File: config.mk
export PLATFORM = sky130hd
export DESIGN_NAME = hv_pwm_intb_encode
export DESIGN_NICKNAME = d
export VERILOG_FILES = /design/src/rtl/hv_pwm_intb_encode.sv
export SDC_FILE = /design/constraint.sdc
export NUM_CORES = 1
export LEC_CHECK = 0
export ABC_AREA = 1
export BUFFER_PORTS_ARGS = -buffer_cell sky130_fd_sc_hd__buf_2
export CAP_MARGIN = 5
export CORE_MARGIN = 2
export CORE_UTILIZATION = 50
export CTS_BUF_LIST = sky130_fd_sc_hd__clkbuf_4 sky130_fd_sc_hd__clkbuf_8
export DETAILED_ROUTE_END_ITERATION = 8
export GPL_TIMING_DRIVEN = 0
export PLACE_DENSITY = 0.8
export SETUP_SLACK_MARGIN = 0.3
export SYNTH_ARGS = -nofsm -noshare
export SYNTH_HDL_FRONTEND = slang
export SYNTH_SLANG_ARGS = --single-unit
File: constraint.sdc
create_clock -name i_clk -period 1.6 [get_ports i_clk]
set_input_delay 0 -clock i_clk [delete_from_list [all_inputs] [get_ports i_clk]]
set_output_delay 0 -clock i_clk [all_outputs]
set_load 0.005 [all_outputs]
File: src/rtl/hv_pwm_intb_encode.sv
// HV-side scheduler for the shared pwm_intb_n isolation line: forwards the PWM
// gate wave and, on an interrupt level change, inserts a short-pulse burst.
module hv_pwm_intb_encode #(
  parameter int PULSE_LO_CYC    = 6,
  parameter int PULSE_HI_CYC    = 2,
  parameter int GUARD_CYC       = 12,
  parameter int ASSERT_PULSES   = 1,
  parameter int DEASSERT_PULSES = 4
) (
  input  logic i_clk,
  input  logic i_rst_n,
  input  logic i_hv_intb_n,
  input  logic i_pwm_gwave,
  output logic o_hv_pwm_intb_n,
  output logic o_busy,
  output logic o_intb_sent,
  output logic o_collision
);

  typedef enum logic [1:0] {
    ST_IDLE  = 2'd0,
    ST_LO    = 2'd1,
    ST_HI    = 2'd2,
    ST_GUARD = 2'd3
  } state_e;

  localparam int CW   = $clog2(GUARD_CYC + 1);
  localparam int PMAX = (ASSERT_PULSES > DEASSERT_PULSES) ? ASSERT_PULSES : DEASSERT_PULSES;
  localparam int PW   = $clog2(PMAX + 1);

  localparam logic [CW-1:0] GUARD_MAX  = CW'(GUARD_CYC);
  localparam logic [CW-1:0] LO_LAST    = CW'(PULSE_LO_CYC - 1);
  localparam logic [CW-1:0] HI_LAST    = CW'(PULSE_HI_CYC - 1);
  localparam logic [CW-1:0] GUARD_LAST = CW'(GUARD_CYC - 1);
  localparam logic [PW-1:0] N_ASSERT   = PW'(ASSERT_PULSES);
  localparam logic [PW-1:0] N_DEASSERT = PW'(DEASSERT_PULSES);

  state_e        state_q, state_d;
  logic [CW-1:0] cyc_cnt_q, cyc_cnt_d;
  logic [CW-1:0] idle_cnt_q, idle_cnt_d;
  logic [PW-1:0] pulse_cnt_q, pulse_cnt_d;
  logic [PW-1:0] n_q, n_d;
  logic          tgt_q, tgt_d;
  logic          rpt_intb_n_q, rpt_intb_n_d;
  logic          out_q, out_d;
  logic          sent_q, sent_d;
  logic          launch;

  // State register and all datapath registers.
  always_ff @(posedge i_clk or negedge i_rst_n) begin
    if (!i_rst_n) begin
      state_q      <= ST_IDLE;
      cyc_cnt_q    <= '0;
      idle_cnt_q   <= '0;
      pulse_cnt_q  <= '0;
      n_q          <= '0;
      tgt_q        <= 1'b1;
      rpt_intb_n_q <= 1'b1;
      out_q        <= 1'b1;
      sent_q       <= 1'b0;
    end else begin
      state_q      <= state_d;
      cyc_cnt_q    <= cyc_cnt_d;
      idle_cnt_q   <= idle_cnt_d;
      pulse_cnt_q  <= pulse_cnt_d;
      n_q          <= n_d;
      tgt_q        <= tgt_d;
      rpt_intb_n_q <= rpt_intb_n_d;
      out_q        <= out_d;
      sent_q       <= sent_d;
    end
  end

  // The guard time after a burst counts as idle when the gate wave stayed high,
  // which is what lets a pending opposite change launch straight after a burst.
  always_comb begin
    idle_cnt_d = '0;
    if (i_pwm_gwave) begin
      idle_cnt_d = (idle_cnt_q == GUARD_MAX) ? idle_cnt_q : idle_cnt_q + 1'b1;
    end
  end

  assign launch = (i_hv_intb_n != rpt_intb_n_q) && (idle_cnt_q == GUARD_MAX) && i_pwm_gwave;

  // Next-state logic.
  always_comb begin
    state_d      = state_q;
    cyc_cnt_d    = cyc_cnt_q + 1'b1;
    pulse_cnt_d  = pulse_cnt_q;
    n_d          = n_q;
    tgt_d        = tgt_q;
    rpt_intb_n_d = rpt_intb_n_q;
    sent_d       = 1'b0;
    case (state_q)
      ST_IDLE: begin
        cyc_cnt_d   = '0;
        pulse_cnt_d = '0;
        if (launch) begin
          state_d = ST_LO;
          n_d     = rpt_intb_n_q ? N_ASSERT : N_DEASSERT;
          tgt_d   = i_hv_intb_n;
        end
      end
      ST_LO: begin
        if (cyc_cnt_q == LO_LAST) begin
          state_d     = ST_HI;
          cyc_cnt_d   = '0;
          pulse_cnt_d = pulse_cnt_q + 1'b1;
        end
      end
      ST_HI: begin
        if (cyc_cnt_q == HI_LAST) begin
          cyc_cnt_d = '0;
          state_d   = (pulse_cnt_q < n_q) ? ST_LO : ST_GUARD;
        end
      end
      ST_GUARD: begin
        if (cyc_cnt_q == GUARD_LAST) begin
          state_d      = ST_IDLE;
          cyc_cnt_d    = '0;
          rpt_intb_n_d = tgt_q;
          sent_d       = 1'b1;
        end
      end
      default: begin
        state_d   = ST_IDLE;
        cyc_cnt_d = '0;
      end
    endcase
  end

  // Output logic: the line register follows the state being entered, so a
  // launch in cycle T drives the line low from T+1.
  always_comb begin
    out_d = 1'b1;
    case (state_d)
      ST_IDLE: out_d = i_pwm_gwave;
      ST_LO:   out_d = 1'b0;
      default: out_d = 1'b1;
    endcase
  end

  assign o_hv_pwm_intb_n = out_q;
  assign o_busy          = (state_q != ST_IDLE);
  assign o_intb_sent     = sent_q;
  assign o_collision     = o_busy & ~i_pwm_gwave;

endmodule

# Yosys cells after proc, flatten, opt, wreduce, memory -nomap -nowiden
# Cells that the tools add are included.
[word_totals] reg_bits=20 out_inout_bits=4 word_cells=53
[op_classes] add_sub_neg=3 n_lt_le_gt_ge=1 eq_ne=11 mux=18 bitwise=2 n_reduce_logical=9
[ops] cell="two-way mux 4 bit" n=5
[ops] cell="case mux 4 bit (4 select lines)" n=1
[ops] cell="two-way mux 2 bit" n=5
[ops] cell="adder 4 x 1 -> 4 bit, second input constant" n=2
[ops] cell="equality test 4 bit, second input constant" n=2
[ops] cell="case mux 2 bit (4 select lines)" n=1
[ops] cell="two-way mux 3 bit" n=2
[ops] cell="case mux 3 bit (2 select lines)" n=1
[ops] cell="AND reduction 2 bit" n=3
[ops] cell="equality test 2 x 1 -> 1 bit, second input constant" n=2
[ops] cell="equality test 2 bit, second input constant" n=2
[ops] cell="equality test 4 x 1 -> 1 bit, second input constant" n=1
[ops] cell="equality test 4 x 3 -> 1 bit, second input constant" n=1
[ops] cell="logical NOT 2 bit" n=2
[ops] cell="inequality test 2 bit, second input constant" n=2
[ops] cell="nonzero test 2 bit" n=2
[ops] cell="adder 3 x 1 -> 3 bit, second input constant" n=1
[ops] cell="< comparator 3 bit" n=1
[ops] cell="logical AND 1 bit" n=2
[ops] cell="two-way mux 1 bit" n=2
[ops] cell="case mux 1 bit (2 select lines)" n=1
[ops] cell="bitwise AND 1 bit" n=1
[ops] cell="inequality test 1 bit" n=1
[ops] cell="inverter 1 bit" n=1

# Longest topological paths before layout
# Gate-level depths: netlist (run 1).
[depth] ltp_word=7 ltp_mapped=8 depth_no_buf=8

# Least setup slack after synthesis (run 1)
# No wires, ideal clock.
[synth_path] path_kind="register to register" startpoint="register cyc_cnt_q[1]" endpoint="register cyc_cnt_q[3]" t_arrival_ns=1.114 t_required_ns=1.487 slack_ns=0.373 stages_incl_launch_ff=9 path_buffers=0 period_less_slack_ns=1.227 path_cell_list="dfrtp_1 -> inv_1 -> ha_1 -> nand3_1 -> nand2_1 -> nand2_2 -> nor2_2 -> or2_1 -> inv_1"
[synth_between] elab_chain_cells=3
[synth_rtl] element="start: declaration" line="39" rtl="logic [CW-1:0] cyc_cnt_q, cyc_cnt_d;"
[synth_rtl] element="start signal: assignment" line="63" rtl="cyc_cnt_q <= cyc_cnt_d;"
[synth_rtl] element="adder 4 x 1 -> 4 bit (tied with other cells)" line="88" rtl="cyc_cnt_d = cyc_cnt_q + 1'b1;"
[synth_rtl] element="two-way mux 4 bit, on equally long branches" line="118, 105, 112"
[synth_rtl] element="case mux 4 bit (4 select lines) *" line="94" rtl="case (state_q)"
[synth_rtl] element="named net cyc_cnt_d[3]" line="39"
# The timed path passes the listed nets; every way through them passes the cells marked *.
# A chain may end at the register's enable or synchronous reset.

# Worst setup path in the final report (run 1)
# Ends and elaborated chain as after synthesis.

==> results.json, run 1 <==
{
  "post-route-drc-count": 0,
  "area.growth.synth_to_final_pct": 21.4,
  "final_nets": 134,
  "worst_hold_path_type": "in -> async",
  "fin_crit_sh_pct": 78.1,
  "layout-drive-gt1-share_pct": 35.0,
  "synth-seq-cells": 19,
  "finClkSkew_ns": 0.00411,
  "worst_pin_slew_ns": 0.419,
  "clk_pin_slew_ns": 0.10,
  "arrival_ns": 1.44,
  "cellPowerDensity_nw_per_um2": 677,
  "synth.avg_cell_area_um2": 9.31,
  "finalSetupTns_ns": 0,
  "synth_cell_types": 22,
  "fillers": 148,
  "required_ns": 1.80,
  "syn_area_um2": 977,
  "cp-start-kind": "flip-flop",
  "initial_core_util_pct": 54.8,
  "timing.rr.end": "cyc_cnt_q[3]$_DFF_PN0_",
  "ant_nets": 0,
  "highest_layer": "met4",
  "dieHeight_um": 48.2,
  "wl_per_cell_um": 12.1,
  "ys_seq_area_share_pct": 49.0,
  "cts.sinks": 19,
  "netlist_instances": 105,
  "r2r_start": "cyc_cnt_q[1]$_DFF_PN0_",
  "fin_ws_ns": 0.351,
  "ioPinCount": 8,
  "fin_crit_ns": 1.25,
  "antennaDiodeCount": 0,
  "route.met2.wl_um": 928,
  "design_area_um2": 1190,
  "p_leak_nw": 0.597,
  "status": "complete, no violations",
  "wirelength_mm": 1.79,
  "drt-pass1-iter-count": 4,
  "grt_antenna_before_repair": 0,
  "root_buffer": "clkbuf_4",
  "die_x_um": 48.2,
  "grt_pass1_wl_mm": 2.82,
  "relSlewSlack_pct": 72.0,
  "grt_pass1_vias": 696,
  "crit_path_start": "cyc_cnt_q[1]$_DFF_PN0_",
  "htreeDepth": 1,
  "cts_tree": "done",
  "dpl_cell_area_um2": 1040,
  "slew_viol_final": 0,
  "grt_max_degree": 20,
  "core.rowCount": 15,
  "finalSetupViolations": 0,
  "port_buffers": 7,
  "grt.total_usage_pct": 17.7,
  "rsz0062_at_grt": "yes",
  "crit_fanout": 5,
  "cp-end-kind": "flip-flop",
  "grt.overflow.total": 0,
  "final-hold-violation-count": 0,
  "met3WireLength_um": 37,
  "irDropWorstVdd_mv": 0.528,
  "maxCapViolations": 0,
  "fmax_mhz": 800,
  "r2r_slack_ns": 0.35,
  "die_area_um2": 2320,
  "place_congestion": 0.775,
  "drtIter0Drc": 11,
  "dp_hpwl_mm": 1.28,
  "ys_warn_count": 0,
  "cts_made_buffers": 3,
  "reg2reg_depth": 8,
  "coreArea_um2": 1780,
  "synth_nets": 115,
  "wl_met1_um": 801,
  "viasPerCell": 5.10,
  "clock_latency_ns": 0.29,
  "critPathKind": "reg -> reg",
  "place_ws_ns": 0.211,
  "cts_max_path_buffers": 2,
  "route.vias.total": 755,
  "power.total_w": 0.000803
}
cell usage in the layout, fill, tap and decap left out, drive strengths merged:
master / netlist / layout
dlygate4sd3: 0 / 3
ha: 6 / 6
clkbuf: 0 / 4
nand3: 13 / 13
a21oi: 2 / 2
inv: 16 / 17
or2: 1 / 1
nand4: 2 / 2
o21ai: 10 / 10
xor2: 3 / 3
dfrtp: 16 / 16
xnor2: 3 / 3
nand2: 18 / 18
nor2: 11 / 11
dfstp: 3 / 3
buf: 0 / 11
report_power, final:
group          total (W)  switching, W  internal [W]
clock           0.000251      0.000137      0.000114
combinational  0.0000554     0.0000306     0.0000248
sequential      0.000497    0.00000799      0.000489
total           0.000803      0.000175      0.000628
metrics by stage:
| stage | utilization, % | hold slack, ns | cells |
|---|---|---|---|
| after floorplan | - | -0.296 | 105 |
| after global placement | 58.5 | -0.0405 | 137 |
| after detailed placement | 58.5 | -0.0370 | 137 |
| after CTS | 63.2 | 0.180 | 145 |
| after global routing | 66.5 | 0.203 | 148 |
| final | 66.5 | 0.171 | 148 |
synth_stat cells, drive strengths merged:
master / n / area (um^2)
clkinv: 1 / 3.75
inv: 16 / 60.1
nand4: 2 / 27.5
xnor2: 3 / 26.3
o21ai: 10 / 53.8
or2: 1 / 6.26
nand3: 13 / 82.6
nor2: 11 / 43.8
dfrtp: 16 / 400
xor2: 3 / 26.3
ha: 6 / 75.1
dfstp: 3 / 78.8
nand2: 18 / 75.1
a21oi: 2 / 17.5
registers in the layout (all words and copies together) (netlist names):
register / cells
cyc_cnt_q: 4
idle_cnt_q: 4
pulse_cnt_q: 3
n_q: 2
state_q: 2
o_hv_pwm_intb_n: 1
o_intb_sent: 1
rpt_intb_n_q: 1
tgt_q: 1
worst max path at each step:
stage / cells after the start / slack [ns] / endpoint
global placement: 8 / 0.27 / cyc_cnt_q[3]$_DFF_PN0_
detailed placement: 8 / 0.21 / cyc_cnt_q[3]$_DFF_PN0_
finish: 8 / 0.35 / cyc_cnt_q[3]$_DFF_PN0_
floorplan: 8 / 0.37 / cyc_cnt_q[3]$_DFF_PN0_
global route: 8 / 0.28 / cyc_cnt_q[3]$_DFF_PN0_
CTS: 8 / 0.29 / cyc_cnt_q[3]$_DFF_PN0_
worst max-delay path, cell delays in order, from the launching register on:
cell and delay [ns]:
dfrtp_1 0.42, inv_2 0.08, ha_4 0.16, nand3_1 0.10, nand2_2 0.09, nand2_2 0.07
nor2_4 0.10, or2_1 0.11, inv_1 0.03
layout make-up:
type                       instances  area, um^2  area share (%)
sequential                        19         482            40.6
multi-input combinational         69         482            40.6
timing repair buffer              14        95.1            8.02
inverter                          17        66.3            5.59
tap                               25        31.3            2.64
clock buffer                       4        30.0            2.53
per-layer routing:
layer	GRT usage [%]	up-vias
met5	0	-
met4	7.03	0
met3	3.33	2
met2	30.3	11
met1	22.0	373
li1	-	369
logic make-up (layout without fill, tap and decap cells):
family                     Yosys count  in the layout  share of synthesized area, %
AOI/OAI and AO/OA                   12             12                          7.30
and+or+nand+nor                     45             45                          24.1
DFF                                 19             19                          49.0
xor gates and xnor gates             6              6                          5.38
adders and majority gates            6              6                          7.68
buffers and inverters               17             35                          6.53
what timing repair did:
action                                  CTS  global route
gates cloned                              0             0
endpoints found under the setup margin   12            14
pin swaps                                 0             2
hold buffers                              3             0
endpoints found under the hold margin    21             0
buffers inserted                          1             3
gates resized for setup                   3            15
(Power assumes the default switching activity.)
==> run 2: changes to the inputs <==
PLACE_DENSITY = 0.82   (was 0.8)
clock period = 1 ns   (was 1.6 ns; I/O delays follow)
==> run 2 against run 1 <==
  * The flow now finishes with violations (setup timing)
  * Maximum frequency fell by 2.4%
  * Global-route usage rose by 3.2 points
  * Register-to-register slack got worse by 0.63 ns
  * Design area rose by 18%
  * Non-clock buffer count rose by 11
  * Power rose by 71%
  * First-iteration DRC count rose by 64%
  * Sequential power rose by 61%
  * Flip-flop and latch count did not move
  * Clock-buffer cell count fell by 1
  * Worst hold slack got worse by 0.15 ns
  * Sequential share of layout area fell by 5.9 points
  * Largest cell class is now multi-input gates
==> results.json, run 2 (synthesis gave the netlist of run 1 again) <==
{
  "status": "complete, but fails checks",
  "violations": "setup timing",
  "wl_met1_um": 962,
  "dpl_cell_area_um2": 1100,
  "irDropWorstVdd_mv": 0.916,
  "dieHeight_um": 48.2,
  "grt.total_usage_pct": 20.9,
  "fmax_mhz": 781,
  "ioPinCount": 8,
  "power.total_w": 0.00137,
  "cellPowerDensity_nw_per_um2": 981,
  "area.growth.synth_to_final_pct": 42.9,
  "cts_made_buffers": 3,
  "finalSetupViolations": 21,
  "ant_nets": 0,
  "route.met2.wl_mm": 1.20,
  "drtIter0Drc": 18,
  "instances_no_fill": 159,
  "highest_layer": "met4",
  "cp-start-kind": "flip-flop",
  "design_area_um2": 1400,
  "fin_hold_ws_ns": 0.0236,
  "dp_cells": 137,
  "fin_crit_sh_pct": 128,
  "r2r_slack_ns": -0.28,
  "final_common_cell": "nand2_1",
  "timing.rr.end": "cyc_cnt_q[3]$_DFF_PN0_",
  "dp_hpwl_mm": 1.30,
  "route.vias.total": 783,
  "post-route-drc-count": 0,
  "wirelength_mm": 2.21,
  "cts_tree": "done",
  "top_regs": "cyc_cnt_q (4), idle_cnt_q (4), pulse_cnt_q (3)",
  "relSlewSlack_pct": 71.7,
  "clk_pin_slew_ns": 0.12,
  "fin_util_pct": 78.3,
  "min_to": "idle_cnt_q[3]$_DFFE_PN0P_",
  "viasPerCell": 4.92,
  "grt.overflow.total": 0,
  "fillers": 124,
  "crit_fanout": 4,
  "htreeDepth": 1,
  "fin_crit_ns": 1.28,
  "grt_max_degree": 20,
  "holdPathStages": 3,
  "drt-pass1-iter-count": 4,
  "cts.sinks": 19,
  "grt_pass1_wl_mm": 3.26,
  "port_buffers": 7,
  "finClkSkew_ns": 0.00349,
  "multi_input_area_um2": 577,
  "wl_per_cell_um": 13.9,
  "grt_pass1_vias": 752,
  "place_congestion": 0.676,
  "critPathKind": "reg -> reg",
  "required_ns": 1.25,
  "antennaDiodeCount": 0,
  "seq_area_um2": 484,
  "final_nets": 145,
  "core.rowCount": 15,
  "rsz0062_at_grt": "yes",
  "final-hold-violation-count": 0,
  "r2r_start": "cyc_cnt_q[0]$_DFF_PN0_",
  "clock_latency_ns": 0.30,
  "arrival_ns": 1.53,
  "grt_antenna_before_repair": 0,
  "worst_pin_slew_ns": 0.425,
  "root_buffer": "clkbuf_4",
  "die_area_um2": 2320,
  "cts_max_path_buffers": 2,
  "p_leak_nw": 0.664,
  "maxCapViolations": 0,
  "slew_viol_final": 0,
  "worst_hold_path_type": "in -> reg",
  "fin_ws_ns": -0.280,
  "layout-drive-gt1-share_pct": 50.7,
  "worstHoldStart": "i_pwm_gwave",
  "coreArea_um2": 1780,
  "initial_core_util_pct": 54.8,
  "met3WireLength_um": 33,
  "die_x_um": 48.2,
  "cp-end-kind": "flip-flop",
  "reg2reg_depth": 7,
  "layout_common_cells": "nand2_1, dfrtp_1, inv_1"
}
[run 2: cell types whose count changed in the layout (fill, tap and decap cells not counted), moves of 2 or more]
cell	previous run	this run
dfrtp_2	2	4
dfrtp_1	14	12
nand3_4	1	3
o21ai_2	1	5
xor2_1	3	1
buf_4	4	8
buf_6	0	6
o21ai_1	1	4
xor2_2	0	2
o21ai_0	8	1
dlygate4sd3_1	3	5
nand3_1	11	8
[run 2: per-stage QoR]
step / setup WS (ns) / setup TNS [ns]
4_1_cts: -0.266 / -3.56
5_1_grt: -0.360 / -5.48
3_3_place_gp: -0.251 / -2.58
3_5_place_dp: -0.287 / -3.26
6_report: -0.280 / -4.06
2_1_floorplan: -0.172 / -1.36
[run 2: what timing repair did]
action,in CTS,in global routing
pin swaps,6,9
endpoints found under the setup margin,23,23
hold buffers,5,0
buffers inserted,9,4
hold endpoints to repair,21,0
resized for setup,19,15
[run 2: worst max-delay path by stage]
stage                                 endpoint  cells after the start              startpoint  slack (ns)
global placement        cyc_cnt_q[3]$_DFF_PN0_                      7  cyc_cnt_q[0]$_DFF_PN0_       -0.25
floorplan               cyc_cnt_q[3]$_DFF_PN0_                      7  cyc_cnt_q[0]$_DFF_PN0_       -0.17
CTS                     cyc_cnt_q[3]$_DFF_PN0_                      7  cyc_cnt_q[0]$_DFF_PN0_       -0.27
detailed placement      cyc_cnt_q[3]$_DFF_PN0_                      7  cyc_cnt_q[0]$_DFF_PN0_       -0.29
global route        pulse_cnt_q[1]$_DFFE_PN0P_                      5  cyc_cnt_q[1]$_DFF_PN0_       -0.36
finish                  cyc_cnt_q[3]$_DFF_PN0_                      7  cyc_cnt_q[0]$_DFF_PN0_       -0.28
[run 2: layout make-up]
class	instances	area share (%)
clock buffer	3	1.61
clock inverter	1	0.358
inverter	17	4.93
multi-input combinational	69	41.3
sequential	19	34.7
tap	25	2.24
timing repair buffer	25	14.9
[run 2: layer usage]
metal  GRT usage, %  vias up
li1               -      392
met1           27.9      382
met2           33.2        7
met3           2.59        2
met4           10.8        0
met5              0        -
[run 2: power by group]
group	switching [W]	total [W]	internal (W)
registers	0.0000164	0.000799	0.000783
clock network	0.000251	0.000399	0.000149
logic	0.0000791	0.000171	0.0000920
total	0.000346	0.00137	0.00102
[run 2: worst max-delay path: stages, from the launching register on]
cell and delay [ns]:
dfrtp_2 0.46, ha_2 0.22, nand3_4 0.09, nand2_2 0.08, nand2_2 0.09, nor2_4 0.05, or2_1 0.20, inv_1 0.05
==> run 3: changes to the inputs <==
SETUP_SLACK_MARGIN = 0.4   (was 0.3)
==> run 3 against run 2 <==
  * The flow still finishes with violations (setup timing)
  * Die area unchanged
  * First-iteration DRC count unchanged
  * Clock-buffer cell count up 1
  * Non-clock buffer count down 1
  * Sequential share of layout area about the same
  * Design area down 0.45%
  * Register-to-register slack worse by 0.07 ns
==> results.json, run 3 (synthesis gave the netlist of run 1 again) <==
{
  "p_leak_nw": 0.663,
  "fin_hold_ws_ns": 0.0133,
  "grt_pass1_wl_mm": 3.33,
  "htreeDepth": 1,
  "cts_tree": "done",
  "dpl_cell_area_um2": 1110,
  "cts_max_path_buffers": 2,
  "wirelength_mm": 2.41,
  "initial_core_util_pct": 54.8,
  "critPathTopFamily": "flip-flops",
  "grt_pass1_vias": 746,
  "crit_fanout": 6,
  "ioPinCount": 8,
  "port_buffers": 7,
  "grt_antenna_before_repair": 0,
  "dp_hpwl_mm": 1.30,
  "fmax_mhz": 742,
  "slew_viol_final": 0,
  "route.met2.wl_mm": 1.26,
  "area.growth.synth_to_final_pct": 42.3,
  "grt.overflow.total": 0,
  "violations": "setup timing",
  "required_ns": 1.23,
  "layout_common_cells": "dfrtp_1, inv_1, nand2_1",
  "design_area_um2": 1390,
  "cellPowerDensity_nw_per_um2": 994,
  "irDropWorstVdd_mv": 0.823,
  "crit_chain": "inv_2, ha_4, nand4_1, buf_6, nand2_2, a21oi_2, nand2_1",
  "rsz0062_at_grt": "yes",
  "maxCapViolations": 0,
  "layout-drive-gt1-share_pct": 54.1,
  "viasPerCell": 5.25,
  "root_buffer": "clkbuf_4",
  "critPathKind": "reg -> reg",
  "fin_ws_ns": -0.347,
  "critPathSlowestCell": "dfrtp_1",
  "cp-start-kind": "flip-flop",
  "clk_pin_slew_ns": 0.11,
  "die_x_um": 48.2,
  "place_congestion": 0.786,
  "worst_hold_path_type": "in -> reg",
  "final-hold-violation-count": 0,
  "place_ws_ns": -0.337,
  "clock_latency_ns": 0.30,
  "route.vias.total": 830,
  "status": "complete, but fails checks",
  "fin_crit_ns": 1.35,
  "grt_max_degree": 20,
  "post-route-drc-count": 0,
  "met3WireLength_um": 87,
  "dieHeight_um": 48.2,
  "cts_made_buffers": 3,
  "fin_crit_sh_pct": 135,
  "relSlewSlack_pct": 71.1,
  "fillers": 94,
  "drt-pass1-iter-count": 4,
  "grt.total_usage_pct": 21.8,
  "finClkSkew_ns": 0.00393,
  "arrival_ns": 1.58,
  "coreArea_um2": 1780,
  "worst_pin_slew_ns": 0.433,
  "die_area_um2": 2320,
  "core.rowCount": 15,
  "final_common_cell": "dfrtp_1",
  "final_nets": 144,
  "antennaDiodeCount": 0,
  "wl_met1_um": 996,
  "fin_util_pct": 78.0,
  "wl_per_cell_um": 15.2,
  "cp-end-kind": "flip-flop",
  "path_buf_inv": 2,
  "highest_layer": "met4",
  "cts.sinks": 19,
  "ant_nets": 0,
  "top_regs": "cyc_cnt_q (4), idle_cnt_q (4), pulse_cnt_q (3)",
  "critPathMaxStageDelay_ns": 0.43,
  "finalSetupViolations": 21,
  "drtIter0Drc": 18
}
-- run 3: changes by cell type in the layout (fill, tap and decap cells not counted), moves of 3 or more --
cell           before  now
nand3_1             8    4
nand3_2             2    8
nand2_2             4    7
buf_6               6    9
nand2_1            13   10
dlygate4sd3_1       5    2
-- run 3: final cells by class --
class | count | area, um^2 | area share (%)
Multi-Input combinational cell | 69 | 574 | 41.3
Sequential cell | 19 | 482 | 34.7
Inverter | 17 | 68.8 | 4.95
Timing Repair Buffer | 24 | 204 | 14.7
Tap cell | 25 | 31.3 | 2.25
Clock buffer | 4 | 30.0 | 2.16
-- run 3: final timing paths --
kind	start	endpoint	slack, ns	depth (start not counted)
worst min-delay path	i_pwm_gwave	idle_cnt_q[1]$_DFFE_PN0P_	0.01	3
max in group asynchronous	i_rst_n	o_hv_pwm_intb_n$_DFF_PN1_	0.50	2
worst min register to register	tgt_q$_DFFE_PN1P_	tgt_q$_DFFE_PN1P_	0.50	2
worst max register to register	cyc_cnt_q[1]$_DFF_PN0_	o_hv_pwm_intb_n$_DFF_PN1_	-0.35	7
min in group asynchronous	i_rst_n	cyc_cnt_q[1]$_DFF_PN0_	0.16	2
worst max-delay path	cyc_cnt_q[1]$_DFF_PN0_	o_hv_pwm_intb_n$_DFF_PN1_	-0.35	7
-- run 3: per-stage QoR --
| step | std cells | total power, W | setup TNS (ns) |
|---|---|---|---|
| 3_5_place_dp | 137 | 0.000894 | -3.74 |
| 3_3_place_gp | 137 | 0.000889 | -2.67 |
| 5_1_grt | 158 | 0.00143 | -5.11 |
| 6_report | 158 | 0.00138 | -4.14 |
| 2_1_floorplan | 105 | 0.000856 | -1.36 |
| 4_1_cts | 154 | 0.00132 | -3.02 |
-- run 3: timing repair --
item                                    CTS  global route
hold buffers                              2             0
setup buffers                            11             4
hold endpoints to repair                 20             0
pin swaps                                 2             6
endpoints found under the setup margin   23            23
resized for setup                        15            19
-- run 3: per-layer routing --
layer,vias up,global-route usage (%)
met5,-,0
met4,0,11.4
met3,7,5.56
met2,21,36.3
met1,410,25.9
li1,392,-
-- run 3: where the power goes --
part / leakage, nW / switching (W) / internal, W / total (W)
Clock: 0.0184 / 0.000241 / 0.000183 / 0.000424
Combinational: 0.401 / 0.0000736 / 0.0000853 / 0.000159
Sequential: 0.244 / 0.0000163 / 0.000783 / 0.000799
Total: 0.663 / 0.000331 / 0.00105 / 0.00138
-- run 3: worst register-to-register path, delay by kind of cell (launching register included) --
kind	cells	cell delay (ns)
compound gates	1	0.15
fa+ha+maj	1	0.18
buf+inv	2	0.21
flops	1	0.43
simple gates	3	0.30
